<file path="src/rtl/alu_muldiv_pkg.sv">
// rtl/alu_muldiv_pkg.sv - shared types and encodings for the RV32M multiply/divide controller
package alu_muldiv_pkg;

    typedef enum logic [1:0] {
        IDLE = 2'd0,
        MUL  = 2'd1,
        DIV  = 2'd2,
        DONE = 2'd3
    } state_t;

    localparam logic [2:0] F3_MUL    = 3'b000;
    localparam logic [2:0] F3_MULH   = 3'b001;
    localparam logic [2:0] F3_MULHSU = 3'b010;
    localparam logic [2:0] F3_MULHU  = 3'b011;
    localparam logic [2:0] F3_DIV    = 3'b100;
    localparam logic [2:0] F3_DIVU   = 3'b101;
    localparam logic [2:0] F3_REM    = 3'b110;
    localparam logic [2:0] F3_REMU   = 3'b111;

    localparam logic [1:0] ALUOP_RTYPE = 2'b10;
    localparam logic [6:0] F7_MULDIV   = 7'b0000001;

endpackage

</file>
<file path="src/rtl/alu_muldiv_if.sv">
// rtl/alu_muldiv_if.sv - request/response handshake bundle between the EX stage and the mul/div unit
interface alu_muldiv_if #(parameter int XLEN = 32);
    logic            flush;
    logic            in_valid;
    logic            in_ready;
    logic [1:0]      ALUOp;
    logic [6:0]      Funct7;
    logic [2:0]      Funct3;
    logic [XLEN-1:0] src_a;
    logic [XLEN-1:0] src_b;
    logic            out_valid;
    logic            out_ready;
    logic [XLEN-1:0] result;
    logic            illegal;
    logic            busy;

    modport master (
        output flush, in_valid, ALUOp, Funct7, Funct3, src_a, src_b, out_ready,
        input  in_ready, out_valid, result, illegal, busy
    );

    modport slave (
        input  flush, in_valid, ALUOp, Funct7, Funct3, src_a, src_b, out_ready,
        output in_ready, out_valid, result, illegal, busy
    );
endinterface

</file>
<file path="src/rtl/muldiv_datapath.sv">
// rtl/muldiv_datapath.sv - shared shift-add / restoring-divide accumulator with final sign correction
module muldiv_datapath #(
    parameter int XLEN = 32
) (
    input  logic            clk,
    input  logic            reset,
    input  logic            load,
    input  logic            step,
    input  logic            is_div,
    input  logic            neg,
    input  logic            sel_hi,
    input  logic [XLEN-1:0] a_mag,
    input  logic [XLEN-1:0] b_mag,
    output logic [XLEN-1:0] res
);
    // acc holds {hi, lo}: for multiply {partial product, remaining multiplier},
    // for divide {partial remainder, dividend bits shifting into quotient}.
    logic [2*XLEN-1:0] acc_q, acc_d, acc_step, prod_fix;
    logic [XLEN-1:0]   opnd_q, opnd_d, half;
    logic              is_div_q, is_div_d, neg_q, neg_d, hi_q, hi_d;
    logic [XLEN:0]     mul_sum, part_rem, diff;

    always_comb begin
        mul_sum  = {1'b0, acc_q[2*XLEN-1:XLEN]} + (acc_q[0] ? {1'b0, opnd_q} : '0);
        part_rem = {acc_q[2*XLEN-1:XLEN], acc_q[XLEN-1]};
        diff     = part_rem - {1'b0, opnd_q};
        if (is_div_q) begin
            acc_step = diff[XLEN] ? {part_rem[XLEN-1:0], acc_q[XLEN-2:0], 1'b0}
                                  : {diff[XLEN-1:0], acc_q[XLEN-2:0], 1'b1};
        end else begin
            acc_step = {mul_sum, acc_q[XLEN-1:1]};
        end
        // Products are negated as a whole; quotient and remainder each on their own.
        prod_fix = neg_q ? -acc_step : acc_step;
        half     = hi_q ? acc_step[2*XLEN-1:XLEN] : acc_step[XLEN-1:0];
        if (is_div_q) res = neg_q ? -half : half;
        else          res = hi_q ? prod_fix[2*XLEN-1:XLEN] : prod_fix[XLEN-1:0];

        acc_d    = acc_q;
        opnd_d   = opnd_q;
        is_div_d = is_div_q;
        neg_d    = neg_q;
        hi_d     = hi_q;
        if (load) begin
            acc_d    = {{XLEN{1'b0}}, a_mag};
            opnd_d   = b_mag;
            is_div_d = is_div;
            neg_d    = neg;
            hi_d     = sel_hi;
        end else if (step) begin
            acc_d = acc_step;
        end
    end

    always_ff @(posedge clk or posedge reset) begin
        if (reset) begin
            acc_q    <= '0;
            opnd_q   <= '0;
            is_div_q <= 1'b0;
            neg_q    <= 1'b0;
            hi_q     <= 1'b0;
        end else begin
            acc_q    <= acc_d;
            opnd_q   <= opnd_d;
            is_div_q <= is_div_d;
            neg_q    <= neg_d;
            hi_q     <= hi_d;
        end
    end
endmodule

</file>
<file path="src/rtl/alu_muldiv_controller.sv">
// rtl/alu_muldiv_controller.sv - RV32M decode, sequencing FSM, iteration counter and handshake
module alu_muldiv_controller #(
    parameter int XLEN = 32
) (
    input  logic         clk,
    input  logic         reset,
    alu_muldiv_if.slave  bus
);
    import alu_muldiv_pkg::*;

    localparam int              CNT_W    = $clog2(XLEN);
    localparam logic [CNT_W-1:0] CNT_INIT = CNT_W'(XLEN - 1);
    localparam logic [XLEN-1:0]  MIN_VAL  = {1'b1, {(XLEN-1){1'b0}}};

    state_t            state_q, state_d;
    logic [CNT_W-1:0]  cnt_q, cnt_d;
    logic [XLEN-1:0]   result_q, result_d;
    logic              illegal_q, illegal_d;

    logic [2:0]        f3;
    logic              is_mop, is_div_op, is_rem, a_signed, b_signed, a_neg, b_neg;
    logic              div_zero, div_ovf, sel_hi, neg_res, dp_load, dp_step;
    logic [XLEN-1:0]   a_mag, b_mag, special_res, dp_res;

    always_comb begin
        f3        = bus.Funct3;
        is_mop    = (bus.ALUOp == ALUOP_RTYPE) && (bus.Funct7 == F7_MULDIV);
        is_div_op = f3 inside {F3_DIV, F3_DIVU, F3_REM, F3_REMU};
        is_rem    = f3 inside {F3_REM, F3_REMU};
        a_signed  = f3 inside {F3_MULH, F3_MULHSU, F3_DIV, F3_REM};
        b_signed  = f3 inside {F3_MULH, F3_DIV, F3_REM};
        a_neg     = a_signed && bus.src_a[XLEN-1];
        b_neg     = b_signed && bus.src_b[XLEN-1];
        a_mag     = a_neg ? -bus.src_a : bus.src_a;
        b_mag     = b_neg ? -bus.src_b : bus.src_b;
        div_zero  = (bus.src_b == '0);
        div_ovf   = a_signed && is_div_op && (bus.src_a == MIN_VAL) && (bus.src_b == '1);
        sel_hi    = is_div_op ? is_rem : (f3 inside {F3_MULH, F3_MULHSU, F3_MULHU});
        neg_res   = is_rem ? a_neg : (a_neg ^ b_neg);
        if (div_zero) special_res = is_rem ? bus.src_a : '1;
        else          special_res = is_rem ? '0 : MIN_VAL;
    end

    always_comb begin
        state_d   = state_q;
        cnt_d     = cnt_q;
        result_d  = result_q;
        illegal_d = illegal_q;
        dp_load   = 1'b0;
        dp_step   = 1'b0;
        if (bus.flush) begin
            state_d = IDLE;
            cnt_d   = '0;
        end else begin
            case (state_q)
                IDLE: if (bus.in_valid) begin
                    if (!is_mop) begin
                        state_d   = DONE;
                        result_d  = '0;
                        illegal_d = 1'b1;
                    end else if (is_div_op && (div_zero || div_ovf)) begin
                        state_d   = DONE;
                        result_d  = special_res;
                        illegal_d = 1'b0;
                    end else begin
                        state_d   = is_div_op ? DIV : MUL;
                        cnt_d     = CNT_INIT;
                        illegal_d = 1'b0;
                        dp_load   = 1'b1;
                    end
                end
                MUL, DIV: begin
                    dp_step = 1'b1;
                    if (cnt_q == '0) begin
                        state_d  = DONE;
                        result_d = dp_res;
                    end else begin
                        cnt_d = cnt_q - CNT_W'(1);
                    end
                end
                DONE: if (bus.out_ready) state_d = IDLE;
                default: state_d = IDLE;
            endcase
        end
    end

    always_ff @(posedge clk or posedge reset) begin
        if (reset) begin
            state_q   <= IDLE;
            cnt_q     <= '0;
            result_q  <= '0;
            illegal_q <= 1'b0;
        end else begin
            state_q   <= state_d;
            cnt_q     <= cnt_d;
            result_q  <= result_d;
            illegal_q <= illegal_d;
        end
    end

    muldiv_datapath #(.XLEN(XLEN)) u_datapath (
        .clk    (clk),
        .reset  (reset),
        .load   (dp_load),
        .step   (dp_step),
        .is_div (is_div_op),
        .neg    (neg_res),
        .sel_hi (sel_hi),
        .a_mag  (a_mag),
        .b_mag  (b_mag),
        .res    (dp_res)
    );

    assign bus.in_ready  = (state_q == IDLE) && !bus.flush;
    assign bus.out_valid = (state_q == DONE);
    assign bus.busy      = (state_q != IDLE);
    assign bus.result    = result_q;
    assign bus.illegal   = illegal_q;
endmodule

</file>
<file path="src/flat_wrapper.sv">
// flat-port wrapper written by rule: the top's interface ports become plain ports
module alu_muldiv_controller_flat import alu_muldiv_pkg::*;
#(
    parameter int XLEN = 32
)
  (clk, reset, bus_flush, bus_in_valid, bus_ALUOp, bus_Funct7, bus_Funct3, bus_src_a, bus_src_b, bus_out_ready, bus_in_ready, bus_out_valid, bus_result, bus_illegal, bus_busy);
  alu_muldiv_if #(.XLEN(XLEN)) bus_i ();
  input  logic clk;
  input  logic reset;
  input wire logic [$bits(bus_i.flush)-1:0] bus_flush;
  input wire logic [$bits(bus_i.in_valid)-1:0] bus_in_valid;
  input wire logic [$bits(bus_i.ALUOp)-1:0] bus_ALUOp;
  input wire logic [$bits(bus_i.Funct7)-1:0] bus_Funct7;
  input wire logic [$bits(bus_i.Funct3)-1:0] bus_Funct3;
  input wire logic [$bits(bus_i.src_a)-1:0] bus_src_a;
  input wire logic [$bits(bus_i.src_b)-1:0] bus_src_b;
  input wire logic [$bits(bus_i.out_ready)-1:0] bus_out_ready;
  output wire logic [$bits(bus_i.in_ready)-1:0] bus_in_ready;
  output wire logic [$bits(bus_i.out_valid)-1:0] bus_out_valid;
  output wire logic [$bits(bus_i.result)-1:0] bus_result;
  output wire logic [$bits(bus_i.illegal)-1:0] bus_illegal;
  output wire logic [$bits(bus_i.busy)-1:0] bus_busy;
  assign bus_i.flush = bus_flush;
  assign bus_i.in_valid = bus_in_valid;
  assign bus_i.ALUOp = bus_ALUOp;
  assign bus_i.Funct7 = bus_Funct7;
  assign bus_i.Funct3 = bus_Funct3;
  assign bus_i.src_a = bus_src_a;
  assign bus_i.src_b = bus_src_b;
  assign bus_i.out_ready = bus_out_ready;
  assign bus_in_ready = bus_i.in_ready;
  assign bus_out_valid = bus_i.out_valid;
  assign bus_result = bus_i.result;
  assign bus_illegal = bus_i.illegal;
  assign bus_busy = bus_i.busy;
  alu_muldiv_controller #(.XLEN(XLEN)) u_core (.clk(clk), .reset(reset), .bus(bus_i));
endmodule
</file>
<file path="config.mk">
export PLATFORM = sky130hd
export DESIGN_NAME = alu_muldiv_controller_flat
export DESIGN_NICKNAME = d
export VERILOG_FILES = /design/src/rtl/alu_muldiv_pkg.sv /design/src/rtl/alu_muldiv_if.sv /design/src/rtl/muldiv_datapath.sv /design/src/rtl/alu_muldiv_controller.sv /design/src/flat_wrapper.sv
export SDC_FILE = /design/constraint.sdc
export NUM_CORES = 1
export LEC_CHECK = 0
export ABC_AREA = 1
export BUFFER_PORTS_ARGS = -buffer_cell sky130_fd_sc_hd__buf_2
export CAP_MARGIN = 10
export CORE_ASPECT_RATIO = 2
export CORE_MARGIN = 3
export CORE_UTILIZATION = 60
export DETAILED_ROUTE_END_ITERATION = 7
export PLACE_DENSITY = 0.82
export SLEW_MARGIN = 20
export SYNTH_ARGS = -nofsm -noshare
export SYNTH_HDL_FRONTEND = slang
export SYNTH_SLANG_ARGS = --single-unit
</file>
<file path="constraint.sdc">
create_clock -name clk -period 5.3 [get_ports clk]
set_clock_uncertainty 0.2 [all_clocks]
set_input_delay 1.06 -clock clk [delete_from_list [all_inputs] [get_ports clk]]
set_output_delay 1.06 -clock clk [all_outputs]
set_load 0.02 [all_outputs]
</file>
==> results of run 1 <==
## routing by layer
metal	global-route usage	overflow
met5	0.0170	0
met1	0.542	0
met2	0.828	6
met4	0.646	8
met3	0.246	0
## metrics by stage
stage                      util  hold slack (ns)  worst slack (ns)  std cells
after global placement    0.643            0.266             0.568       3548
after detailed placement  0.643            0.278             0.435       3548
after floorplan               -            0.274             0.315       3115
after CTS                 0.663            0.297             0.408       3580
## cell usage after synthesis, drive strengths merged (32+ instances only)
master,instances
nand2,988
inv,495
nand3,291
nor2,277
o21ai,192
a21oi,156
dfrtp,139
ha,74
xor2,72
nor3,52
buf,51
nand4,51
clkbuf,46
o221ai,32
## logic make-up after synthesis
family,Yosys count
buffers and inverters,597
DFF,139
AOI/OAI and AO/OA,506
and+or+nand+nor,1719
xor gates and xnor gates,78
adders and majority gates,76
==> metrics.md, run 1 <==
| Metric | Value |
|---|---|
| Count of input and output buffers | `116` |
| Remaining global-route overflow | `14` |
| Netlist area before placement | `0.0180 mm²` |
| Complex-gate fraction of the synthesized area | `0.166` |
| Dominant cell type by area after synthesis | `sky130_fd_sc_hd__nand2_1` |
| Avg Inst Size Synth | `5.78 µm²` |
| Clock root buffer | `sky130_fd_sc_hd__clkbuf_16` |
| Die X-Extent | `129 µm` |
| Top area cells in the synthesized netlist | `sky130_fd_sc_hd__nand2_1 20%, sky130_fd_sc_hd__dfrtp_1 19%, sky130_fd_sc_hd__inv_1 10%` |
| Count of standard-cell rows | `89` |
| Effective utilization at floorplan | `0.611` |
| Basic-gate share of the synthesized area counting and, or, nand and nor cells | `0.417` |
| Total CTS buffers | `17` |
| Via count of the first global-routing pass | `23500` |
| Number of register bits inferred by synthesis | `139` |
| Share of flip-flops with an asynchronous set or reset | `1.00` |
| Number of sinks on the clock net | `139` |
| Die height | `251 µm` |
| Post-synthesis adder-cell area fraction | `0.0536` |
| Global-route total usage across every layer | `0.565` |
| Number of primary I/O pins | `117` |
| Number of buffers inserted by hold repair at cts | `0` |
| Main combinational cell family by area after synthesis | `simple AND/OR/NAND/NOR gates` |
| Number of setup buffers added after CTS | `0` |
| Yosys top cell area share | `0.196` |
| Maximum number of buffers from clock root to sink | `2` |
| Leading register cell type out of synthesis | `sky130_fd_sc_hd__dfrtp_1` |
| Portion of netlist area occupied by mux cells | `0` |
| Stop stage | `5_1_grt` |
| Number of levels in the clock H-tree | `4` |
| Status | `did not finish` |
| Number of synthesized flops with an enable pin | `0` |
| Global placement routability congestion | `1.18` |
| Sequential-to-total area share from yosys stat | `0.193` |
| Wire length of the first global-routing pass | `140000 µm` |
| Area after DPL | `0.0190 mm²` |
| Synthesized netlist cell count | `3115` |
| Total number of yosys warnings | `0` |
| First Err | `[ERROR GRT-0116] Global routing finished with congestion. Check the congestion regions in the DRC Viewer.` |
| Placed wire-length estimate after detailed placement | `67400 µm` |
| Xor/xnor cell area share of the yosys netlist | `0.0379` |
| Post-synth net total | `3272` |
| Post-synthesis cell type count | `60` |
| Pin count of the biggest net entering global routing | `91` |
| Total of cells resized after clock tree synthesis | `0` |
==> run 2, diff against run 1 <==
- CORE_ASPECT_RATIO: 2 -> default
- CORE_UTILIZATION: 60 -> 40
- PLACE_DENSITY: 0.82 -> default
- PLACE_DENSITY_LB_ADDON: default -> 0.15
==> metrics.md, run 2 <==
| Metric | Value |
|---|---|
| Top-count cell post-synth | `sky130_fd_sc_hd__nand2_1` |
| WHS | `0.298 ns` |
| Detail-routed net length per standard cell | `22.7 µm` |
| Maximum number of buffers from clock root to sink | `2` |
| Max FFs per register | `64` |
| Yosys top cell area share | `0.196` |
| Via count of the first global-routing pass | `19900` |
| Layout cell share with drive strength beyond 1 | `0.125` |
| Number of hold-slack violations in the final timing report | `0` |
| Avg Inst Size Synth | `5.78 µm²` |
| Post-synthesis cell type count | `60` |
| Number of sinks on the clock net | `139` |
| Area Growth Syn to Fin | `13.2%` |
| Worst ir drop on vdd | `0.350 mV` |
| ANT nets after route | `0` |
| Netlist area before placement | `0.0180 mm²` |
| Wire length of the first global-routing pass | `128000 µm` |
| Number of synthesized flops with an enable pin | `0` |
| Leading register cell type out of synthesis | `sky130_fd_sc_hd__dfrtp_1` |
| Total number of yosys warnings | `0` |
| Insertion delay to the later sink of the worst-skew pair | `0.51 ns` |
| Final setup fails | `0` |
| Class of the most critical hold timing path | `register to register` |
| Final std cells w/o fill | `3843` |
| Start point of the critical path | `u_core.u_datapath.opnd_q[19]` |
| Crit-path max FO | `6` |
| Number of primary I/O pins | `117` |
| Pin count of the biggest net entering global routing | `83` |
| Number of register bits inferred by synthesis | `139` |
| DR DRC count | `0` |
| Dominant cell type by area after synthesis | `sky130_fd_sc_hd__nand2_1` |
| Fin crit period | `5.12 ns` |
| Final design area excluding fillers | `0.0204 mm²` |
| Final Max Tran Viols | `0` |
| Post-synth net total | `3272` |
| Cell Count Post-Placement | `3794` |
| Commonest cells after routing, fill and taps aside | `937 x sky130_fd_sc_hd__nand2_1, 476 x sky130_fd_sc_hd__inv_1, 272 x sky130_fd_sc_hd__nand3_1` |
| Number of nets in the layout | `3394` |
| Data arrival at the endpoint of the critical path | `5.34 ns` |
| Status | `finished, final reports clean` |
| Clock root buffer | `sky130_fd_sc_hd__clkbuf_16` |
| CP endpoint kind | `register` |
| Top area cells in the synthesized netlist | `sky130_fd_sc_hd__nand2_1 20%, sky130_fd_sc_hd__dfrtp_1 19%, sky130_fd_sc_hd__inv_1 10%` |
| Count of input and output buffers | `116` |
| Slew at the pin closest to its max-slew limit | `1.00 ns` |
| Via count of the routed design | `21700` |
| Effective utilization at floorplan | `0.407` |
| Startpoint of the tightest hold check path | `u_core.bus.illegal` |
| Synthesized netlist cell count | `3115` |
| Most flops, register | `u_core.u_datapath.acc_q` |
| Share of flip-flops with an asynchronous set or reset | `1.00` |
| Total wirelength of the detailed-routed design | `87200 µm` |
| Global placement routability congestion | `1.01` |
| Number of levels in the clock H-tree | `4` |
| Required arrival time at the worst endpoint | `5.52 ns` |
| Number of violations of the max-capacitance limit | `0` |
| Number of buffers inserted by hold repair at cts | `0` |
| Placed wire-length estimate after detailed placement | `70300 µm` |
| Leading post-synthesis cells by instance count | `942 x sky130_fd_sc_hd__nand2_1, 479 x sky130_fd_sc_hd__inv_1, 276 x sky130_fd_sc_hd__nand3_1, 255 x sky130_fd_sc_hd__nor2_1, 173 x sky130_fd_sc_hd__o21ai_0` |
| Max transition margin | `0.330` |
| Final cycle utilization of the critical path | `0.966` |
| CTS tree | `yes` |
| Highest achievable clock rate | `195 MHz` |
| Floorplan die area | `0.0476 mm²` |
| Global-route total usage across every layer | `0.363` |
| Worst setup path category | `register to register` |
| Die X-Extent | `218 µm` |
| Count of standard-cell rows | `77` |
| Drt pass-1 iters | `5` |
| Startpoint class of the critical path | `register` |
| Via density per instance | `5.66` |
| Post-CTS clock slew at the launch and capture registers of the worst setup and hold paths | `0.07 ns` |
| Worst reg2reg startpoint | `u_core.u_datapath.opnd_q[19]` |
| Area after DPL | `0.0194 mm²` |
| Total CTS buffers | `17` |
| Power density over cell area | `627 mW/mm²` |
| Sequential-to-total area share from yosys stat | `0.193` |
| Remaining global-route overflow | `0` |
| Static Leak | `10.7 nW` |
| Number of antenna violations at the first check in global routing | `2` |
| Drt initial violations | `2449` |
| Commonest non-fill, non-tap cell in the layout | `sky130_fd_sc_hd__nand2_1` |
| Total power of the final layout | `12.8 mW` |
| Die height | `218 µm` |
| Standard cell core area | `0.0443 mm²` |
## run 2: report_power, final
part	total, mW	switching (mW)	internal (mW)
logic	9.57	6.79	2.79
registers	1.82	0.381	1.44
clock network	1.40	0.590	0.814
total	12.8	7.76	5.04
## run 2: cell families after synthesis
group                      Yosys count  synth area share
DFF                                139             0.193
adders and majority gates           76            0.0536
AOI/OAI and AO/OA                  506             0.166
buffers and inverters              597             0.132
and+or+nand+nor                   1719             0.417
xor gates and xnor gates            78            0.0379
## run 2: stage by stage
step	utilization	TNS (ns)	setup slack (ns)
after global routing	0.460	-0.0233	-0.0151
after CTS	0.453	0	0.0366
after global placement	0.438	0	0.167
final	0.460	0	0.182
after floorplan	-	0	0.315
after detailed placement	0.438	0	0.0754
## run 2: final timing paths
kind | to | slack (ns) | cells past startpoint
worst min-delay path | u_core.bus.illegal | 0.30 | 2
max in group asynchronous | u_core.u_datapath.acc_q[4] | 3.50 | 3
worst max register to register | u_core.bus.result[4] | 0.18 | 27
worst max-delay path | u_core.bus.result[4] | 0.18 | 27
worst min register to register | u_core.bus.illegal | 0.30 | 2
min in group asynchronous | u_core.u_datapath.opnd_q[25] | 0.46 | 2
## run 2: routing by layer
layer | GRT usage | up-vias | part of all wire
met4 | 0.113 | 0 | 0.031
met5 | 0 | - | 0
li1 | - | 10300 | -
met2 | 0.517 | 1034 | 0.41
met1 | 0.526 | 10300 | 0.46
met3 | 0.104 | 132 | 0.11
## run 2: layout make-up
type,count,area (µm²)
repair buffers,200,1260
inverters,500,1880
flip-flops and latches,139,3480
clock buffers,19,453
clock inverters,13,189
multi-input cells,2379,12400
fillers,4828,23900
well taps,592,741
diodes,1,2.50
## run 2: critical path, cell delays in order (launching register included)
cell                       delay, ns
sky130_fd_sc_hd__dfrtp_1        0.39
sky130_fd_sc_hd__inv_1          0.06
sky130_fd_sc_hd__ha_2           0.30
sky130_fd_sc_hd__a21oi_1        0.19
sky130_fd_sc_hd__nand2_1        0.11
sky130_fd_sc_hd__nand2_1        0.08
sky130_fd_sc_hd__nand2_1        0.10
sky130_fd_sc_hd__a21oi_4        0.26
sky130_fd_sc_hd__nand2_2        0.12
sky130_fd_sc_hd__nand2_4        0.11
sky130_fd_sc_hd__nand2_4        0.09
sky130_fd_sc_hd__a21boi_4       0.21
sky130_fd_sc_hd__ha_4           0.16
sky130_fd_sc_hd__nand3_2        0.08
sky130_fd_sc_hd__nor2_2         0.12
sky130_fd_sc_hd__nand2_2        0.10
sky130_fd_sc_hd__nor3_4         0.32
sky130_fd_sc_hd__nand4_2        0.19
sky130_fd_sc_hd__nor2_2         0.17
sky130_fd_sc_hd__nand4_1        0.17
sky130_fd_sc_hd__nor2_2         0.20
sky130_fd_sc_hd__nand3_2        0.13
sky130_fd_sc_hd__nor2_4         0.23
sky130_fd_sc_hd__nor3_1         0.06
sky130_fd_sc_hd__nand3b_1       0.19
sky130_fd_sc_hd__a21oi_1        0.30
sky130_fd_sc_hd__o21ai_2        0.20
sky130_fd_sc_hd__a22oi_1        0.17
## run 2: repair_timing
item | 4_1_cts | 5_1_grt
endpoints found under the setup margin | 0 | 15
endpoints found under the hold margin | 0 | 0
gates resized for setup | 0 | 46
buffers inserted | 0 | 16
No activity file was read; power rests on OpenSTA's default activity.
